--- config.mk ---
export PLATFORM = sky130hd
export DESIGN_NAME = udp_ingress_arbiter
export DESIGN_NICKNAME = d
export VERILOG_FILES = /design/src/rtl/udp_ingress_arbiter.sv
export SDC_FILE = /design/constraint.sdc
export NUM_CORES = 1
export LEC_CHECK = 0
export ABC_AREA = 1
export BUFFER_PORTS_ARGS = -buffer_cell sky130_fd_sc_hd__buf_2
export CAP_MARGIN = 25
export CORE_ASPECT_RATIO = 1.5
export CORE_MARGIN = 5
export CORE_UTILIZATION = 45
export DETAILED_ROUTE_END_ITERATION = 10
export GPL_ROUTABILITY_DRIVEN = 0
export PLACE_DENSITY_LB_ADDON = 0.2
export SLEW_MARGIN = 20
export SYNTH_ARGS = -nofsm -noshare
export SYNTH_HDL_FRONTEND = slang
export SYNTH_SLANG_ARGS = --single-unit
--- constraint.sdc ---
create_clock -name clock -period 3.1 [get_ports clock]
set_input_delay 0.465 -clock clock [delete_from_list [all_inputs] [get_ports clock]]
set_output_delay 0.465 -clock clock [all_outputs]
set_load 0.02 [all_outputs]
--- src/rtl/udp_ingress_arbiter.sv ---
// udp_ingress_arbiter
// Shares the single framed write port of the UDP pipeline between
// NUM_PORTS first-word-fall-through byte FIFOs. Arbitration is
// round-robin at frame granularity. Heads without SOF are discarded.
// Frames longer than MAX_FRAME receive a forced EOF, and the rest of
// the source frame is drained without being written.
module udp_ingress_arbiter #(
  parameter int NUM_PORTS  = 2,
  parameter int DATA_WIDTH = 8,
  parameter int MAX_FRAME  = 2048
) (
  input  logic                            clock,
  input  logic                            reset,
  input  logic [NUM_PORTS-1:0]            in_empty,
  input  logic [NUM_PORTS*DATA_WIDTH-1:0] in_dout,
  input  logic [NUM_PORTS-1:0]            in_sof,
  input  logic [NUM_PORTS-1:0]            in_eof,
  output logic [NUM_PORTS-1:0]            in_rd_en,
  output logic                            wr_en,
  output logic                            wr_sof,
  output logic                            wr_eof,
  output logic [DATA_WIDTH-1:0]           data_din,
  input  logic                            full,
  output logic                            busy,
  output logic [((NUM_PORTS > 1) ? $clog2(NUM_PORTS) : 1)-1:0] grant_id,
  output logic [15:0]                     frame_count,
  output logic [15:0]                     drop_count,
  output logic [15:0]                     trunc_count
);

  localparam int PW = (NUM_PORTS > 1) ? $clog2(NUM_PORTS) : 1;
  localparam int BW = $clog2(MAX_FRAME + 1);

  typedef enum logic [1:0] {
    ST_IDLE  = 2'd0,
    ST_XFER  = 2'd1,
    ST_DRAIN = 2'd2
  } state_t;

  state_t          state_r;
  state_t          next_state_s;
  logic [PW-1:0]   grant_r;
  logic [PW-1:0]   next_grant_s;
  logic [PW-1:0]   rr_ptr_r;
  logic [PW-1:0]   next_rr_s;
  logic [BW-1:0]   beat_cnt_r;
  logic [BW-1:0]   next_beat_s;
  logic [15:0]     frame_count_r;
  logic [15:0]     drop_count_r;
  logic [15:0]     trunc_count_r;

  logic                  cand_found_s;
  logic [PW-1:0]         cand_idx_s;
  logic [DATA_WIDTH-1:0] head_data_s;
  logic                  head_sof_s;
  logic                  head_eof_s;
  logic                  head_empty_s;
  logic                  last_beat_s;

  logic [NUM_PORTS-1:0]  rd_en_s;
  logic                  wr_en_s;
  logic                  wr_sof_s;
  logic                  wr_eof_s;
  logic [DATA_WIDTH-1:0] data_s;
  logic                  frame_inc_s;
  logic                  drop_inc_s;
  logic                  trunc_inc_s;

  // Saturating 16-bit increment; statistics stick at all-ones.
  function automatic logic [15:0] sat_inc16(input logic [15:0] value);
    if (value == 16'hFFFF) begin
      return value;
    end else begin
      return value + 16'd1;
    end
  endfunction

  // Next source index after p, wrapping at NUM_PORTS.
  function automatic logic [PW-1:0] next_port(input logic [PW-1:0] p);
    if (p == PW'(NUM_PORTS - 1)) begin
      return {PW{1'b0}};
    end else begin
      return p + PW'(1);
    end
  endfunction

  // Granted source's head byte and flags.
  assign head_data_s  = in_dout[grant_r*DATA_WIDTH +: DATA_WIDTH];
  assign head_sof_s   = in_sof[grant_r];
  assign head_eof_s   = in_eof[grant_r];
  assign head_empty_s = in_empty[grant_r];
  assign last_beat_s  = (beat_cnt_r == BW'(MAX_FRAME - 1));

  // Round-robin candidate: first non-empty source at or after rr_ptr.
  always_comb begin
    cand_found_s = 1'b0;
    cand_idx_s   = {PW{1'b0}};
    for (int k = 0; k < NUM_PORTS; k++) begin
      int idx;
      idx = int'(rr_ptr_r) + k;
      idx = (idx >= NUM_PORTS) ? (idx - NUM_PORTS) : idx;
      if (!cand_found_s && !in_empty[idx]) begin
        cand_found_s = 1'b1;
        cand_idx_s   = PW'(idx);
      end else begin
        cand_found_s = cand_found_s;
      end
    end
  end

  // Next-state logic, pops, write path, and counter strobes.
  always_comb begin
    next_state_s = state_r;
    next_grant_s = grant_r;
    next_rr_s    = rr_ptr_r;
    next_beat_s  = beat_cnt_r;
    rd_en_s      = {NUM_PORTS{1'b0}};
    wr_en_s      = 1'b0;
    wr_sof_s     = 1'b0;
    wr_eof_s     = 1'b0;
    data_s       = {DATA_WIDTH{1'b0}};
    frame_inc_s  = 1'b0;
    drop_inc_s   = 1'b0;
    trunc_inc_s  = 1'b0;
    case (state_r)
      ST_IDLE: begin
        if (cand_found_s) begin
          if (in_sof[cand_idx_s]) begin
            // Grant without popping; the SOF byte is written next cycle.
            next_grant_s = cand_idx_s;
            next_beat_s  = {BW{1'b0}};
            next_state_s = ST_XFER;
          end else begin
            // A head without SOF cannot start a frame, so discard it.
            rd_en_s[cand_idx_s] = 1'b1;
            drop_inc_s          = 1'b1;
          end
        end else begin
          next_state_s = ST_IDLE;
        end
      end
      ST_XFER: begin
        if (!head_empty_s && !full) begin
          rd_en_s[grant_r] = 1'b1;
          wr_en_s          = 1'b1;
          data_s           = head_data_s;
          wr_sof_s         = head_sof_s && (beat_cnt_r == {BW{1'b0}});
          wr_eof_s         = head_eof_s || last_beat_s;
          next_beat_s      = beat_cnt_r + BW'(1);
          if (head_eof_s) begin
            frame_inc_s  = 1'b1;
            next_rr_s    = next_port(grant_r);
            next_state_s = ST_IDLE;
          end else if (last_beat_s) begin
            // Runaway frame: forced EOF already written, drain the rest.
            frame_inc_s  = 1'b1;
            trunc_inc_s  = 1'b1;
            next_state_s = ST_DRAIN;
          end else begin
            next_state_s = ST_XFER;
          end
        end else begin
          // Source empty or pipeline full: hold the byte and the count.
          next_state_s = ST_XFER;
        end
      end
      ST_DRAIN: begin
        if (!head_empty_s) begin
          rd_en_s[grant_r] = 1'b1;
          if (head_eof_s) begin
            next_rr_s    = next_port(grant_r);
            next_state_s = ST_IDLE;
          end else begin
            next_state_s = ST_DRAIN;
          end
        end else begin
          next_state_s = ST_DRAIN;
        end
      end
      default: begin
        next_state_s = ST_IDLE;
      end
    endcase
  end

  // Control state registers.
  always_ff @(posedge clock or posedge reset) begin
    if (reset) begin
      state_r    <= ST_IDLE;
      grant_r    <= {PW{1'b0}};
      rr_ptr_r   <= {PW{1'b0}};
      beat_cnt_r <= {BW{1'b0}};
    end else begin
      state_r    <= next_state_s;
      grant_r    <= next_grant_s;
      rr_ptr_r   <= next_rr_s;
      beat_cnt_r <= next_beat_s;
    end
  end

  // Saturating statistics counters.
  always_ff @(posedge clock or posedge reset) begin
    if (reset) begin
      frame_count_r <= 16'd0;
      drop_count_r  <= 16'd0;
      trunc_count_r <= 16'd0;
    end else begin
      if (frame_inc_s) begin
        frame_count_r <= sat_inc16(frame_count_r);
      end else begin
        frame_count_r <= frame_count_r;
      end
      if (drop_inc_s) begin
        drop_count_r <= sat_inc16(drop_count_r);
      end else begin
        drop_count_r <= drop_count_r;
      end
      if (trunc_inc_s) begin
        trunc_count_r <= sat_inc16(trunc_count_r);
      end else begin
        trunc_count_r <= trunc_count_r;
      end
    end
  end

  assign in_rd_en    = rd_en_s;
  assign wr_en       = wr_en_s;
  assign wr_sof      = wr_sof_s;
  assign wr_eof      = wr_eof_s;
  assign data_din    = data_s;
  assign busy        = (state_r != ST_IDLE);
  assign grant_id    = grant_r;
  assign frame_count = frame_count_r;
  assign drop_count  = drop_count_r;
  assign trunc_count = trunc_count_r;

endmodule

; Word level (Yosys, flattened, before mapping)
; Cells that the tools add are included.
[totals]
latchBits = 0
mem_count = 0
mem_bits_rw = 0
romBits = 0
ff_bits = 64
in_bits = 25
out_inout_bits = 63
elab_cells = 122
[classes]
shifts = 1
eq_ne = 11
n_div = 0
bitwise_logic = 3
n_mux = 64
n_addsub = 8
n_lt_le_gt_ge = 8
n_reduce_logical = 20
n_mul = 0
[op_table]
columns = cell, n
row1 = less-than comparator 32 x 3 -> 1 bit (second input constant), 2
row2 = two-way mux 32 bit, 2
row3 = adder 16 x 1 -> 16 bit (second input constant), 3
row4 = == test 16 bit (second input constant), 3
row5 = two-way mux 1 bit, 40
row6 = two-way mux 12 bit, 3
row7 = one-hot mux 12 bit (2 select lines), 1
row8 = two-way mux 2 bit, 11
row9 = two-way mux 8 bit, 2
row10 = indexed part select 16 x 5 -> 8 bit, 1
row11 = adder 12 x 1 -> 12 bit (second input constant), 1
row12 = == test 12 x 11 -> 1 bit (second input constant), 1
row13 = logical NOT 12 bit, 1
row14 = one-hot mux 2 bit (3 select lines), 2
row15 = != test 2 bit (second input constant), 4
row16 = AND reduction 2 bit, 3
row17 = AND reduction 3 bit, 2
row18 = nonzero test 2 bit, 3
row19 = logical AND 1 bit, 5
row20 = less-than comparator 1 x 2 -> 1 bit (second input constant), 2
row21 = AND reduction 4 bit, 1
row22 = logical NOT 1 bit, 3
row23 = != test 3 bit (second input constant), 1
row24 = inverter 1 bit, 3
row25 = 13 further kinds, 15

; Depth between registers and ports, before layout
[depth]
ltp_word = 16
ltp_mapped = 11
ltp_nobuf = 9

; Worst setup path before layout
; Ideal clock, no wire load.
[synth_path]
path_kind = register to output
start = register grant_r, in the netlist grant_id
end = output port wr_sof
slack_ns = 0.987
arrival_ns = 1.648
required_time_ns = 2.635
path_buffers = 1
path_stages_with_launch = 7
cell_sequence = dfrtp_1 -> buf_2 -> inv_2 -> nand2_1 -> nand2_2 -> nand2_2 -> nor4_1
[synth_via]
elab_chain_cells = 6
elab_cells_between_ends = 9
cone_classes = mux (6) / reduce/logical (3)
[synth_rtl]
columns = element, line_no
row1 = from (decl), 42  ; logic [PW-1:0] grant_r;
row2 = from (signal assigned), 190  ; grant_r <= {PW{1'b0}};
row3 = from (signal assigned), 195  ; grant_r <= next_grant_s;
row4 = two-way mux 1 bit (implied by the code) (2 in a row), 91  ; assign head_empty_s = in_empty[grant_r];
row5 = logical NOT 1 bit, --
row6 = logical AND 1 bit, 143  ; if (!head_empty_s && !full) begin
row7 = two-way mux 1 bit (*), 143
row8 = two-way mux 1 bit (*), 125  ; case (state_r)
row9 = to (decl), 20  ; output logic wr_sof,
; Every way passes the cells marked *; elsewhere a longest branch is shown, timed or not. The select of a mux whose other input is x is not followed.

; Worst setup path in the final report
[layout_path]
start = register grant_r, in the netlist grant_id
end = output port data_din[0]
[layout_via]
elab_chain_cells = 6
elab_cells_between_ends = 7
cone_classes = shift (1) / mux (4) / reduce/logical (2)
[layout_rtl]
columns = element, line_no
row1 = "parallel branches: the longest is 4 deep, another holds indexed part select 16 x 5 -> 8 bit", --
row2 = two-way mux 8 bit (*), 143
row3 = two-way mux 8 bit (*), 125
row4 = to (decl), 22  ; output logic [DATA_WIDTH-1:0] data_din,
; Mark *: on every way between the ends. The select of a mux whose other input is x is not followed.

==> impl_metrics.csv <==
group,metric,value,unit
pwr,power,3.16,mW
synth,avgSynthCellArea,6.70,sq um
route,wire_per_inst,13.1,microns
cts,cts_max_path_buffers,2,
cts,htreeDepth,3,
synth,netlist_instances,638,
floorplanning,io_pins,88,
cts,clkTransAtPathRegs,0.05,ns
final_layout,drive_above_1_share,17.6,%
worst_setup_path,reg2reg_setup_slack,1.15,ns
final_layout,instances_no_fill,846,
route,route.antenna.remaining_nets,0,
synth,synth_cell_types,30,
floorplanning,row_count,43,
route,drc,0,
route,routed_wl,11.1,mm
synth,seq_area_frac_synth,37.5,%
worst_setup_path,critical_path.slowest_cell,"dfrtp_1",
cts,clk_root_buffer_cell,"clkbuf_16",
floorplanning,start_util,46.2,%
synth,synth_compound_area_share,3.98,%
worst_setup_path,crit_chain,"inv_2 -> nor2_1 -> nand2_1 -> a21oi_1 -> buf_2",
route,drtIter0Drc,163,
floorplanning,die_y,129,microns
worst_setup_path,worst-endpoint-arrival,1.89,ns
timing,post-route-min-period,2.35,ns
timing,whs,0.233,ns
timing,fin_crit_sh,75.8,%
pwr,peakVddDrop,0.000317,V
cts,cts_tree,"built",
global_route,globalRoute.totalOverflow,0,
synth,mappedNetlistArea,4280,sq um
worst_setup_path,worstPathMaxFanout,9,
timing,fin_tns_setup,0,ns
global_route,grt_start_max_net_pins,36,
synth,synth_xor_area_share,6.35,%
hold_path,hold_path.class,"input port to asynchronous set/reset pin",
timing,final_hold_viol_count,0,
pwr,p_per_area,609,nW/um^2
route,firstDrtPassIters,4,
cts,cts_buffers,9,
worst_setup_path,cp-end-kind,"output pin",
synth,syn_nets,668,
worst_setup_path,cp-start-kind,"flop",
worst_setup_path,required,2.63,ns
global_route,grt_pass1_vias,4062,
cts,worstSkewPairLatency,0.34,ns
worst_setup_path,crit_buf_inv,2,
placed_design,port_buffers,87,
pwr,leakagePower,2.68,nW
final_layout,fillerInstances,887,
placed_design,dp.cells,830,
global_route,antenna_found_initial,0,
worst_setup_path,worstSetupPathDepth,5,
floorplanning,chipWidth,89.6,microns
final_layout,area_delta_synth_final,21.3,%
synth,synthSimpleGateAreaFrac,43.9,%
cts,clock_sinks,64,
synth,synth_top_family_by_area,"simple AND/OR/NAND/NOR gates",
cts,postCtsSetupBuffers,0,
floorplanning,core_area,9250,sq um
synth,synthMuxAreaShare,0,%
status,outcome,"finished clean",
timing,slew_headroom,54.1,%
worst_setup_path,critPathTopFamily,"simple AND/OR/NAND/NOR gates",
synth,ys_seq_elements,64,
timing,clock.fmax,425,MHz
synth,synthAdderAreaFrac,1.46,%
global_route,track_usage,20.4,%
worst_setup_path,reg2reg_depth,9,
route,viasPerCell,5.02,
global_route,grt_pass1_wl,18.7,mm
route,vias,4245,
synth,ys_warn_count,0,
timing,rsz0062_at_grt,"no",
placed_design,hpwl,8.19,mm
final_layout,diodes,0,
worst_setup_path,crit_type,"flop to output pin",
worst_setup_path,slowest_delay,0.50,ns
timing,drv_slew,0,
timing,worst_slew_pin_slew,0.687,ns
job,max_cap_violations,0,
cts,cts-resized-gates,0,
timing,setup_viol,0,
floorplanning,die-area,11600,sq um
final_layout,nets,759,
cts,ctsHoldBuffers,0,
timing,worst_clock_skew,0.00610,ns
final timing paths:
check,from,to
hold reg to reg,rr_ptr_r,rr_ptr_r
setup / recovery,grant_id,data_din[0]
setup reg to reg,drop_count[0],drop_count[4]
max in group asynchronous,reset,frame_count[12]
min in group clock,rr_ptr_r,rr_ptr_r
hold / removal,reset,drop_count[3]
layer usage:
layer / up-vias / part of all wire (%) / global-route usage, %
met2: 74 / 52 / 35.0
li1: 2178 / - / -
met3: 20 / 4.8 / 5.09
met5: - / 0 / 0
met4: 0 / 1.9 / 7.45
met1: 1973 / 41 / 24.0
registers in the layout (all words and copies together), names as in the netlist:
name,flops
trunc_count,16
state_r,2
grant_id,1
rr_ptr_r,1
beat_cnt_r,12
drop_count,16
frame_count,16
cell usage in the layout (no fill, tap or decap), types with 2 or more instances in the layout:
master	Yosys	routed
nand2_1	279	279
buf_2	5	87
nor2_1	66	66
dfrtp_1	64	64
inv_1	55	54
nand3_1	47	47
o21ai_0	22	22
xnor2_1	16	16
nand4_1	16	16
xor2_1	15	15
clkbuf_16	0	9
a21oi_1	8	8
nor2_4	5	5
ha_1	5	5
inv_2	3	4
nor2_2	4	4
nand3b_1	4	4
nand2_2	4	4
bufinv_16	0	4
nor3_1	3	3
nand2_4	2	2
nand3_2	2	2
o22ai_1	2	2
buf_4	1	2
stage by stage:
step / area (sq um) / worst slack [ns] / utilization (%)
6_report: 5190 / 0.750 / 56.0
3_5_place_dp: 4820 / 1.08 / 52.0
2_1_floorplan: 4280 / 0.987 / -
3_3_place_gp: 4820 / 1.02 / 52.0
5_1_grt: 5190 / 0.536 / 56.0
4_1_cts: 5190 / 0.721 / 56.0
cell usage after synthesis:
library cell / number / area share [%]
inv_4: 1 / 0.15
nor2_2: 4 / 0.59
xor2_1: 15 / 3.1
o21bai_1: 1 / 0.18
nand3_1: 47 / 5.5
buf_2: 5 / 0.59
nand3b_1: 4 / 0.70
nand3_2: 2 / 0.47
and2_1: 1 / 0.15
nand4_1: 16 / 2.3
clkbuf_1: 1 / 0.088
o21ai_0: 22 / 2.6
buf_4: 1 / 0.18
nand2_1: 279 / 24
nor4_1: 1 / 0.15
nor2_1: 66 / 5.8
nor3_1: 3 / 0.35
o22ai_1: 2 / 0.29
buf_6: 3 / 0.79
a21oi_1: 8 / 0.94
nand4_4: 1 / 0.50
xnor2_1: 16 / 3.3
nor2_4: 5 / 1.3
ha_1: 5 / 1.5
nand3_4: 1 / 0.41
nand2_4: 2 / 0.53
nand2_2: 4 / 0.59
inv_2: 3 / 0.26
inv_1: 55 / 4.8
dfrtp_1: 64 / 37
cell type report:
type                            instances  area (sq um)  area share, %
Tap cell                              112           140           2.70
Sequential cell                        64          1600           30.9
Clock inverter                          5           128           2.46
Multi-Input combinational cell        505          2380           45.9
Timing Repair Buffer                   90           470           9.07
Inverter                               59           224           4.32
Clock buffer                           11           243           4.68
report_power, final:
group	switching (mW)	total [mW]	leakage [nW]	internal (mW)
Sequential	0.123	1.05	0.875	0.928
Combinational	0.579	0.833	1.63	0.254
Clock	0.384	1.27	0.176	0.889
logic make-up after synthesis:
group,Yosys count
simple gates,436
buf+inv,69
flops,64
compound gates,33
xor+xnor,31
fa+ha+maj,5
Power figures use the tool's default switching activity.
